==> src/rtl/pico_ctrl_fsm_if.sv <==
// picoMIPS sequencer bundle: program-memory, decoder and input-switch signals.
// The slave side is the sequencer; the master side drives it.
interface pico_ctrl_fsm_if #(
   parameter int PC_W  = 8,
   parameter int CNT_W = 16
);
   logic             start;
   logic [2:0]       opcode;
   logic             dec_write;
   logic             in_valid;
   logic [PC_W-1:0]  pc;
   logic             reg_we;
   logic             in_ack;
   logic             busy;
   logic             done;
   logic             illegal;
   logic [CNT_W-1:0] retired;

   modport master (
      output start, opcode, dec_write, in_valid,
      input  pc, reg_we, in_ack, busy, done,
      input  illegal, retired
   );

   modport slave (
      input  start, opcode, dec_write, in_valid,
      output pc, reg_we, in_ack, busy, done,
      output illegal, retired
   );
endinterface

==> src/rtl/pico_ctrl_fsm.sv <==
// picoMIPS instruction sequencer: owns pc, gates register writes,
// stalls LOAD on the external input and waits for its release.
module pico_ctrl_fsm #(
   parameter int PC_W    = 8,
   parameter int PC_LAST = 255,
   parameter int LOOP    = 0,
   parameter int CNT_W   = 16
) (
   input logic            clk,
   input logic            nReset,
   pico_ctrl_fsm_if.slave bus
);
   localparam logic [2:0] OP_NOP  = 3'b000;
   localparam logic [2:0] OP_MULI = 3'b001;
   localparam logic [2:0] OP_ADD  = 3'b010;
   localparam logic [2:0] OP_ADDI = 3'b011;
   localparam logic [2:0] OP_LOAD = 3'b100;

   localparam logic [PC_W-1:0] LAST = PC_W'(PC_LAST);

   typedef enum logic [2:0] {
      S_IDLE,
      S_RUN,
      S_WAIT,
      S_REL,
      S_DONE
   } state_t;

   state_t           state_q, state_d;
   logic [PC_W-1:0]  pc_q, pc_d;
   logic [CNT_W-1:0] ret_q, ret_d;
   logic             fin_q, fin_d;

   logic is_load, legal, at_last, end_hit;
   logic retire, ack, ill, restart;

   always_comb begin
      is_load = 1'b0;
      legal   = 1'b0;
      unique case (bus.opcode)
         OP_NOP, OP_MULI, OP_ADD, OP_ADDI: legal = 1'b1;
         OP_LOAD: begin
            legal   = 1'b1;
            is_load = 1'b1;
         end
         default: ;
      endcase
   end

   assign at_last = (pc_q == LAST);
   assign end_hit = at_last && (LOOP == 0);
   assign restart = bus.start &&
                    (state_q == S_IDLE || state_q == S_DONE);

   always_ff @(posedge clk or negedge nReset) begin
      if (!nReset) begin
         state_q <= S_IDLE;
         pc_q    <= '0;
         ret_q   <= '0;
         fin_q   <= 1'b0;
      end else begin
         state_q <= state_d;
         pc_q    <= pc_d;
         ret_q   <= ret_d;
         fin_q   <= fin_d;
      end
   end

   // fin_q remembers a final LOAD so RELEASE exits to DONE, not RUN
   always_comb begin
      state_d = state_q;
      fin_d   = fin_q;
      case (state_q)
         S_IDLE, S_DONE: begin
            if (bus.start) begin
               state_d = S_RUN;
               fin_d   = 1'b0;
            end
         end
         S_RUN: begin
            if (is_load)
               state_d = bus.in_valid ? S_REL : S_WAIT;
            else if (end_hit)
               state_d = S_DONE;
         end
         S_WAIT: begin
            if (bus.in_valid)
               state_d = S_REL;
         end
         S_REL: begin
            if (!bus.in_valid)
               state_d = fin_q ? S_DONE : S_RUN;
         end
         default: state_d = S_IDLE;
      endcase
      if (ack && end_hit)
         fin_d = 1'b1;
   end

   always_comb begin
      retire = 1'b0;
      ack    = 1'b0;
      ill    = 1'b0;
      case (state_q)
         S_RUN: begin
            if (is_load) begin
               retire = bus.in_valid;
               ack    = bus.in_valid;
            end else begin
               retire = 1'b1;
               ill    = !legal;
            end
         end
         S_WAIT: begin
            retire = bus.in_valid;
            ack    = bus.in_valid;
         end
         default: ;
      endcase
   end

   always_comb begin
      pc_d  = pc_q;
      ret_d = ret_q;
      if (restart) begin
         pc_d  = '0;
         ret_d = '0;
      end else if (retire) begin
         if (ret_q != '1)
            ret_d = ret_q + 1'b1;
         if (!at_last)
            pc_d = pc_q + 1'b1;
         else if (LOOP != 0)
            pc_d = '0;
      end
   end

   assign bus.pc      = pc_q;
   assign bus.retired = ret_q;
   assign bus.reg_we  = retire & bus.dec_write & ~ill;
   assign bus.in_ack  = ack;
   assign bus.illegal = ill;
   assign bus.busy    = (state_q == S_RUN) ||
                        (state_q == S_WAIT) ||
                        (state_q == S_REL);
   assign bus.done    = (state_q == S_DONE);
endmodule

==> src/flat_wrapper.sv <==
// flat-port wrapper written by rule: the top's interface ports become plain ports
module pico_ctrl_fsm_flat 
#(
   parameter int PC_W    = 8,
   parameter int PC_LAST = 255,
   parameter int LOOP    = 0,
   parameter int CNT_W   = 16
)
  (clk, nReset, bus_start, bus_opcode, bus_dec_write, bus_in_valid, bus_pc, bus_reg_we, bus_in_ack, bus_busy, bus_done, bus_illegal, bus_retired);
  pico_ctrl_fsm_if #(.PC_W(PC_W), .CNT_W(CNT_W)) bus_i ();
  input logic clk;
  input logic nReset;
  input wire logic [$bits(bus_i.start)-1:0] bus_start;
  input wire logic [$bits(bus_i.opcode)-1:0] bus_opcode;
  input wire logic [$bits(bus_i.dec_write)-1:0] bus_dec_write;
  input wire logic [$bits(bus_i.in_valid)-1:0] bus_in_valid;
  output wire logic [$bits(bus_i.pc)-1:0] bus_pc;
  output wire logic [$bits(bus_i.reg_we)-1:0] bus_reg_we;
  output wire logic [$bits(bus_i.in_ack)-1:0] bus_in_ack;
  output wire logic [$bits(bus_i.busy)-1:0] bus_busy;
  output wire logic [$bits(bus_i.done)-1:0] bus_done;
  output wire logic [$bits(bus_i.illegal)-1:0] bus_illegal;
  output wire logic [$bits(bus_i.retired)-1:0] bus_retired;
  assign bus_i.start = bus_start;
  assign bus_i.opcode = bus_opcode;
  assign bus_i.dec_write = bus_dec_write;
  assign bus_i.in_valid = bus_in_valid;
  assign bus_pc = bus_i.pc;
  assign bus_reg_we = bus_i.reg_we;
  assign bus_in_ack = bus_i.in_ack;
  assign bus_busy = bus_i.busy;
  assign bus_done = bus_i.done;
  assign bus_illegal = bus_i.illegal;
  assign bus_retired = bus_i.retired;
  pico_ctrl_fsm #(.PC_W(PC_W), .PC_LAST(PC_LAST), .LOOP(LOOP), .CNT_W(CNT_W)) u_core (.clk(clk), .nReset(nReset), .bus(bus_i));
endmodule
==> config.mk <==
export PLATFORM = sky130hd
export DESIGN_NAME = pico_ctrl_fsm_flat
export DESIGN_NICKNAME = d
export VERILOG_FILES = /design/src/rtl/pico_ctrl_fsm_if.sv /design/src/rtl/pico_ctrl_fsm.sv /design/src/flat_wrapper.sv
export SDC_FILE = /design/constraint.sdc
export NUM_CORES = 1
export LEC_CHECK = 0
export ABC_AREA = 1
export CORE_MARGIN = 4
export CORE_UTILIZATION = 52
export CTS_BUF_LIST = sky130_fd_sc_hd__clkbuf_16
export CTS_CLUSTER_DIAMETER = 120
export CTS_CLUSTER_SIZE = 14
export DETAILED_ROUTE_END_ITERATION = 10
export PLACE_DENSITY = 0.85
export SYNTH_ARGS = -nofsm -noshare
export SYNTH_HDL_FRONTEND = slang
export SYNTH_SLANG_ARGS = --single-unit
==> constraint.sdc <==
create_clock -name clk -period 2 [get_ports clk]
set_clock_uncertainty 0.2 [all_clocks]
set_input_delay 0.6 -clock clk [delete_from_list [all_inputs] [get_ports clk]]
set_output_delay 0.6 -clock clk [all_outputs]
set_load 0.05 [all_outputs]
==> key figures, run 1 <==
Status
  • Status: complete, but fails checks
  • Violations in the final reports: negative setup slack

Run
  • Max_cap viols: 0

STA
  • Worst setup margin: -0.350 ns
  • Fin. max-slew vios: 0
  • Period Utilization, post-route: 1.17
  • Rel. slew slack: 0.751
  • Fin Hold WS: roughly 0.38 ns
  • Setup_tns: -1.16 ns
  • Maximum clock frequency: 426 MHz
  • RSZ-0062 raised after global routing: true
  • Final Hold Viols: 0
  • Least-Margin Pin Slew: 0.374 ns
  • Period minus WS final: ~2.3 ns
  • Final setup fails: 5

Finish
  • Area Overhead vs Synth: 56.6%
  • Antenna cells: 0
  • Share of cells above drive strength 1: 0.378
  • Commonest cells after routing, fill and taps aside: nand2_1 (75), buf_12 (31), nand3_1 (28)
  • Fill cells: 140
  • Fin nets: roughly 330
  • Reg area: 704 um2
  • Multi-input logic area: 1180 um2
  • Post-Layout Cell Count: 369
  • Fin area: 3040 um2
  • Most common cell after layout, fill and taps aside: nand2_1

Min path
  • Hold EP: u_core.bus.pc[0]
  • Hold depth: 2
  • Hold Startpoint: u_core.bus.pc[0]
  • Hold WC Path Type: flip-flop to flip-flop

Worst setup path
  • Setup crit end kind: primary output
  • Reg-to-reg critical path startpoint: u_core.state_q[2]
  • Startpoint class of the critical path: flip-flop
  • CP max FO: 4
  • Critical Path RT: 1.20 ns
  • CP peak stage delay: 0.42 ns
  • Crit-path slowest cell: dfrtp_1
  • RR Endpoint: u_core.bus.retired[11]
  • Arrival time at the worst endpoint: 1.55 ns
  • Crit path kind: flip-flop to primary output
  • Crit path cell chain: inv_2, nand3_4, inv_4, nand2_4, inv_4, nand2_4, nand3_4, clkinvlp_4, buf_12
  • R2R Setup Slk: 0.01 ns
  • Reg2Reg Depth: 11

Pwr
  • Int Power: ~2.1 mW
  • Peak supply drop: 741 uV
  • Leakage: 1.40 nW
  • Sw Share: 0.469
  • Combinational share of power: 0.642
  • Clock network power share: 0.154
  • Power per cell area: 1320 nW/um2
  • Flop pwr share: 0.204
  • Sw power: 1.89 mW

Synthesis
  • Sequential fraction of the synthesis area: 0.361
  • FF+latch count, synth: 28
  • Cell variety after synth: 30
  • Synthesized area: 1940 um2
  • Yosys warns: 0
  • Syn nets: 272
  • Syn Area/Cell: 7.41 um2
  • Synth Instances: 262

Die
  • Num ports: 37
  • Core region area: 3470 um2
  • Effective utilization at floorplan: 0.560
  • Die area: 4770 um2
  • Die W: 69.1 um
  • Chip Height: 69.1 um
  • Placement row count: 21

Routing
  • DRC: 0
  • Drt wl/cell: 19.3 um
  • Vias: 2,247
  • DRT Pass-1 Iters: 5
  • WL final: 7.12 mm
  • Remaining antenna violation count after routing: 0
  • Drt first-iter violations: 226
  • Via/cell ratio: 6.09

Global route
  • Number of global-route vias before repair: 2,203
  • GRT Resource Usage Total: 0.277
  • First-pass GRT wire length: 10.8 mm
  • Largest net degree at the start of global routing: 29
  • Total grt overflow: 0
  • Initial antenna violation count: 0

Placed design
  • IO Port Bufs: 36
  • Worst slack, placed: -0.583 ns
  • HPWL reported at the end of detailed placement: 3.90 mm
  • Routability congestion estimate: 0.896
  • Placed cell count: 354
  • Placed Area: 2770 um2

Clock tree
  • Root Driver: clkbuf_16
  • Clock slew at reported path FFs: 0.08 ns
  • H-tree levels: 1
  • Inserted Clock Buffers: 3
  • Clk_lat worst skew: 0.27 ns
  • Clock sink count: 28
  • Clock buffer depth: 2
  • CTS tree: done
  • Cts hold-fix bufs: 0
area by class of cell:
cell class	count	area share
multi-input cells	198	0.387
repair buffers	62	0.285
flip-flops and latches	28	0.232
inverters	31	0.0420
clock buffers	3	0.0247
well taps	46	0.0189
clock inverters	1	0.00988
routing by layer:
metal	part of all wire	global-route usage
met1	0.35	0.307
met2	0.51	0.470
met3	0.067	0.0480
met4	0.073	0.208
met5	0	0
cells by family (layout without fill, tap and decap cells):
logic type	count (synthesis)	count (layout)	synth area share
XOR/XNOR	12	12	0.0542
flip-flops	28	28	0.361
AO/OA/AOI/OAI	27	27	0.108
AND/OR/NAND/NOR	157	157	0.377
adder cells (fa/ha/maj)	2	2	0.0129
buffers and inverters	36	97	0.0877
power by group through the flow:
stage                     registers, mW  logic, mW  clock network (mW)
after floorplan                   0.974       1.15                   0
after global placement            0.820       2.07                   0
after detailed placement          0.828       2.11                   0
after CTS                         0.814       2.27               0.611
after global routing              0.832       2.73               0.645
final                             0.821       2.58               0.621
cell usage after synthesis:
library cell	number	area, um2
a21oi_1	2	10.0
a21oi_2	1	8.76
buf_1	1	3.75
buf_12	1	20.0
buf_6	1	11.3
buf_8	1	15.0
clkbuf_1	1	3.75
dfrtp_1	28	701
ha_1	2	25.0
inv_1	25	93.8
inv_2	6	22.5
nand2_1	82	308
nand2_2	6	37.5
nand2_4	2	22.5
nand3_1	31	155
nand3_2	2	20.0
nand3b_1	2	15.0
nand3b_4	1	20.0
nand4_1	5	31.3
nor2_1	22	82.6
nor2_4	3	33.8
nor3_1	1	5.00
o21a_1	1	7.51
o21ai_0	2	10.0
o21ai_1	2	10.0
o21ai_2	17	149
o21bai_1	1	7.51
o22ai_1	1	6.26
xnor2_1	5	43.8
xor2_1	7	61.3
worst max-delay path by stage:
stage                 end  slack (ns)              start  depth (start not counted)
2_1_floorplan  bus_reg_we       -0.05      bus_opcode[1]                          7
3_3_place_gp   bus_reg_we       -0.53      bus_opcode[1]                          9
3_5_place_dp   bus_reg_we       -0.58      bus_opcode[1]                          9
4_1_cts        bus_reg_we       -0.28  u_core.state_q[0]                          8
5_1_grt        bus_reg_we       -0.40  u_core.state_q[2]                          9
6_report       bus_reg_we       -0.35  u_core.state_q[2]                          9
flip-flops by register name, indices dropped and copies added, names as in the netlist:
name / count
u_core.bus.pc: 8
u_core.bus.retired: 16
u_core.fin_q: 1
u_core.state_q: 3
stage by stage:
stage / util / power, mW
2_1_floorplan: - / 2.13
3_3_place_gp: 0.798 / 2.89
3_5_place_dp: 0.798 / 2.94
4_1_cts: 0.845 / 3.69
5_1_grt: 0.876 / 4.20
6_report: 0.876 / 4.02
critical path, delay by kind of cell, from the launching register on:
kind / cells / cell delay [ns]
buf+inv: 5 / 0.54
flops: 1 / 0.42
simple gates: 4 / 0.29
timing repair:
action	CTS	global route
endpoints found under the hold margin	0	0
buffers inserted	4	7
setup endpoints to repair	20	28
pin swaps	7	3
resized for setup	22	14
No activity file was read; power rests on OpenSTA's default activity.
==> inputs of run 2 (changes only) <==
CELL_PAD_IN_SITES_DETAIL_PLACEMENT = 1   (was not set)
CELL_PAD_IN_SITES_GLOBAL_PLACEMENT = 2   (was not set)
CORE_UTILIZATION = 29   (was 52)
MAX_ROUTING_LAYER = met4   (was not set)
PLACE_DENSITY = 0.84   (was 0.85)
==> key figures, run 2 (synthesized netlist as in run 1, its figures left out) <==
Status
  • Violations in the final reports: negative setup slack
  • Status: complete, but fails checks

Die
  • Die W: 89.8 um (+30%)
  • Chip Height: 89.8 um (+30%)
  • Die area: 8060 um2 (+69%)
  • Placement row count: 29 (+38%)
  • Num ports: 37 (unchanged)
  • Effective utilization at floorplan: 0.302 (-0.257)
  • Core region area: 6420 um2 (+85%)

Global route
  • GRT Resource Usage Total: 0.157 (-0.121)
  • Total grt overflow: 0 (unchanged)
  • Initial antenna violation count: 0 (unchanged)
  • First-pass GRT wire length: 10.1 mm (-6.2%)
  • Largest net degree at the start of global routing: 29 (unchanged)
  • Number of global-route vias before repair: 1,970 (-11%)

STA
  • RSZ-0062 raised after global routing: true
  • Final Hold Viols: 0 (unchanged)
  • Fin. max-slew vios: 0 (unchanged)
  • Rel. slew slack: 0.772 (+0.0215)
  • Least-Margin Pin Slew: 0.340 ns (-0.0335 ns)
  • Worst setup margin: -0.230 ns (+0.120 ns)
  • Maximum clock frequency: 448 MHz (+5.4%)
  • Period minus WS final: 2.23 ns (-0.120 ns)
  • Period Utilization, post-route: 1.11 (-0.0601)
  • Final setup fails: 5 (unchanged)

Placed design
  • Routability congestion estimate: 0.784 (-12%)
  • Placed cell count: 393 (+11%)
  • HPWL reported at the end of detailed placement: 4.26 mm (+9.2%)
  • Worst slack, placed: -0.567 ns (+0.0162 ns)
  • IO Port Bufs: 36 (unchanged)

Finish
  • Most common cell after layout, fill and taps aside: nand2_1
  • Commonest cells after routing, fill and taps aside: nand2_1 (79), buf_12 (32), buf_4 (30)
  • Final design utilization: 0.483 (-0.393)
  • Post-Layout Cell Count: 407 (+10%)
  • Area Overhead vs Synth: 59.9%
  • Fin nets: 341 (+2.1%)
  • Antenna cells: 0 (unchanged)
  • Share of cells above drive strength 1: 0.382 (+0.00411)
  • Max reg flops: 16 (unchanged)

Clock tree
  • CTS tree: done
  • Inserted Clock Buffers: 3 (unchanged)
  • Clock sink count: 28 (unchanged)
  • Clk_lat worst skew: 0.27 ns (about the same)
  • Clock slew at reported path FFs: 0.08 ns (about the same)
  • Clock buffer depth: 2 (unchanged)
  • H-tree levels: 1 (unchanged)
  • Root Driver: clkbuf_16

Routing
  • Remaining antenna violation count after routing: 0 (unchanged)
  • Vias: 1,936 (-14%)
  • DRC: 0 (unchanged)
  • Drt wl/cell: 14.8 um (-24%)
  • WL final: 6.01 mm (-16%)
  • Via/cell ratio: 4.76 (-22%)
  • Drt first-iter violations: 57 (-75%)
  • DRT Pass-1 Iters: 4 (-1)

Worst setup path
  • Setup crit end kind: primary output
  • R2R Setup Slk: 0.11 ns (+0.10 ns)
  • Startpoint class of the critical path: flip-flop
  • Crit path kind: flip-flop to primary output
  • Crit-path slowest cell: dfrtp_1
  • CP max FO: 3 (-1)
  • CP peak stage delay: 0.41 ns (about the same)
  • Crit path cell chain: inv_2, nand3_4, inv_4, nand2_4, inv_4, nand2_4, nand3_2, clkinvlp_4, buf_12
  • Critical Path RT: 1.20 ns (about the same)
  • Arrival time at the worst endpoint: 1.43 ns (-0.12 ns)

Pwr
  • Sw Share: 0.464 (-0.00516)
  • Int Power: 2.07 mW (-3.2%)
  • Clock network power share: 0.126 (-0.028)
  • Sw power: 1.79 mW (-5.2%)
  • Flop pwr share: 0.206 (+0.002)
  • Overall power: 3.86 mW (-4.1%)
  • Peak supply drop: 559 uV (-25%)
  • Leakage: 1.43 nW (+1.9%)
  • Power per cell area: 1240 nW/um2 (-6.1%)
  • Combinational share of power: 0.668 (+0.026)

Min path
  • Hold WC Path Type: flip-flop to flip-flop

Run
  • Max_cap viols: 0 (unchanged)
==> run 2: changes by cell type in the layout (fill, tap and decap cells not counted), sizes merged <==
| cell | previous run | this run |
|---|---|---|
| buf | 57 | 64 |
| bufinv | 1 | 0 |
| clkinv | 0 | 1 |
==> run 2: critical path: cells and delay by family (launching register included) <==
family,cells,cell delay [ns]
buffers and inverters,5,0.47
DFF,1,0.41
and+or+nand+nor,4,0.28
==> run 2: metal layers <==
metal,track usage,vias to the layer above,wire (um)
met3,0.0167,5,104
met4,0.0524,0,82
met5,-,-,0
met1,0.197,944,2740
met2,0.264,18,3080
li1,-,969,-
==> run 2: layout make-up <==
type	instances	area (um2)
timing repair buffer	69	932
inverter	31	128
clock buffer	3	75.1
sequential	28	706
multi-input combinational	198	1160
clock inverter	1	3.75
tap	77	96.3
fill	754	3320
==> run 2: repair_timing <==
item / 4_1_cts / 5_1_grt
hold buffers: 0 / 0
resized for setup: 22 / 12
setup endpoints to repair: 14 / 23
pin swaps: 8 / 4
setup buffers: 6 / 5
==> run 2: worst paths after layout <==
check                             startpoint                    end  cells past startpoint
max                        u_core.state_q[1]             bus_reg_we                      9
min                             u_core.fin_q      u_core.state_q[2]                      2
max reg2reg                u_core.state_q[0]  u_core.bus.retired[0]                     11
min reg2reg                     u_core.fin_q      u_core.state_q[2]                      2
max in group asynchronous             nReset      u_core.state_q[0]                      2
min in group asynchronous             nReset  u_core.bus.retired[7]                      2
==> run 2: metrics by stage <==
stage               hold slack [ns]  setup TNS, ns  cell area (um2)
global route                  0.393         -0.984             3100
global placement              0.333          -7.25             2880
finish                        0.364         -0.677             3100
floorplan                     0.104        -0.0956             1970
CTS                           0.361         -0.726             3030
detailed placement            0.344          -8.58             2880
==> run 2: power by group through the flow <==
stage	Combinational (mW)	Sequential (mW)	Clock (mW)
after floorplan	1.15	0.974	0
after global placement	2.22	0.794	0
after detailed placement	2.26	0.796	0
after CTS	2.43	0.793	0.498
after global routing	2.77	0.810	0.529
final	2.58	0.794	0.488
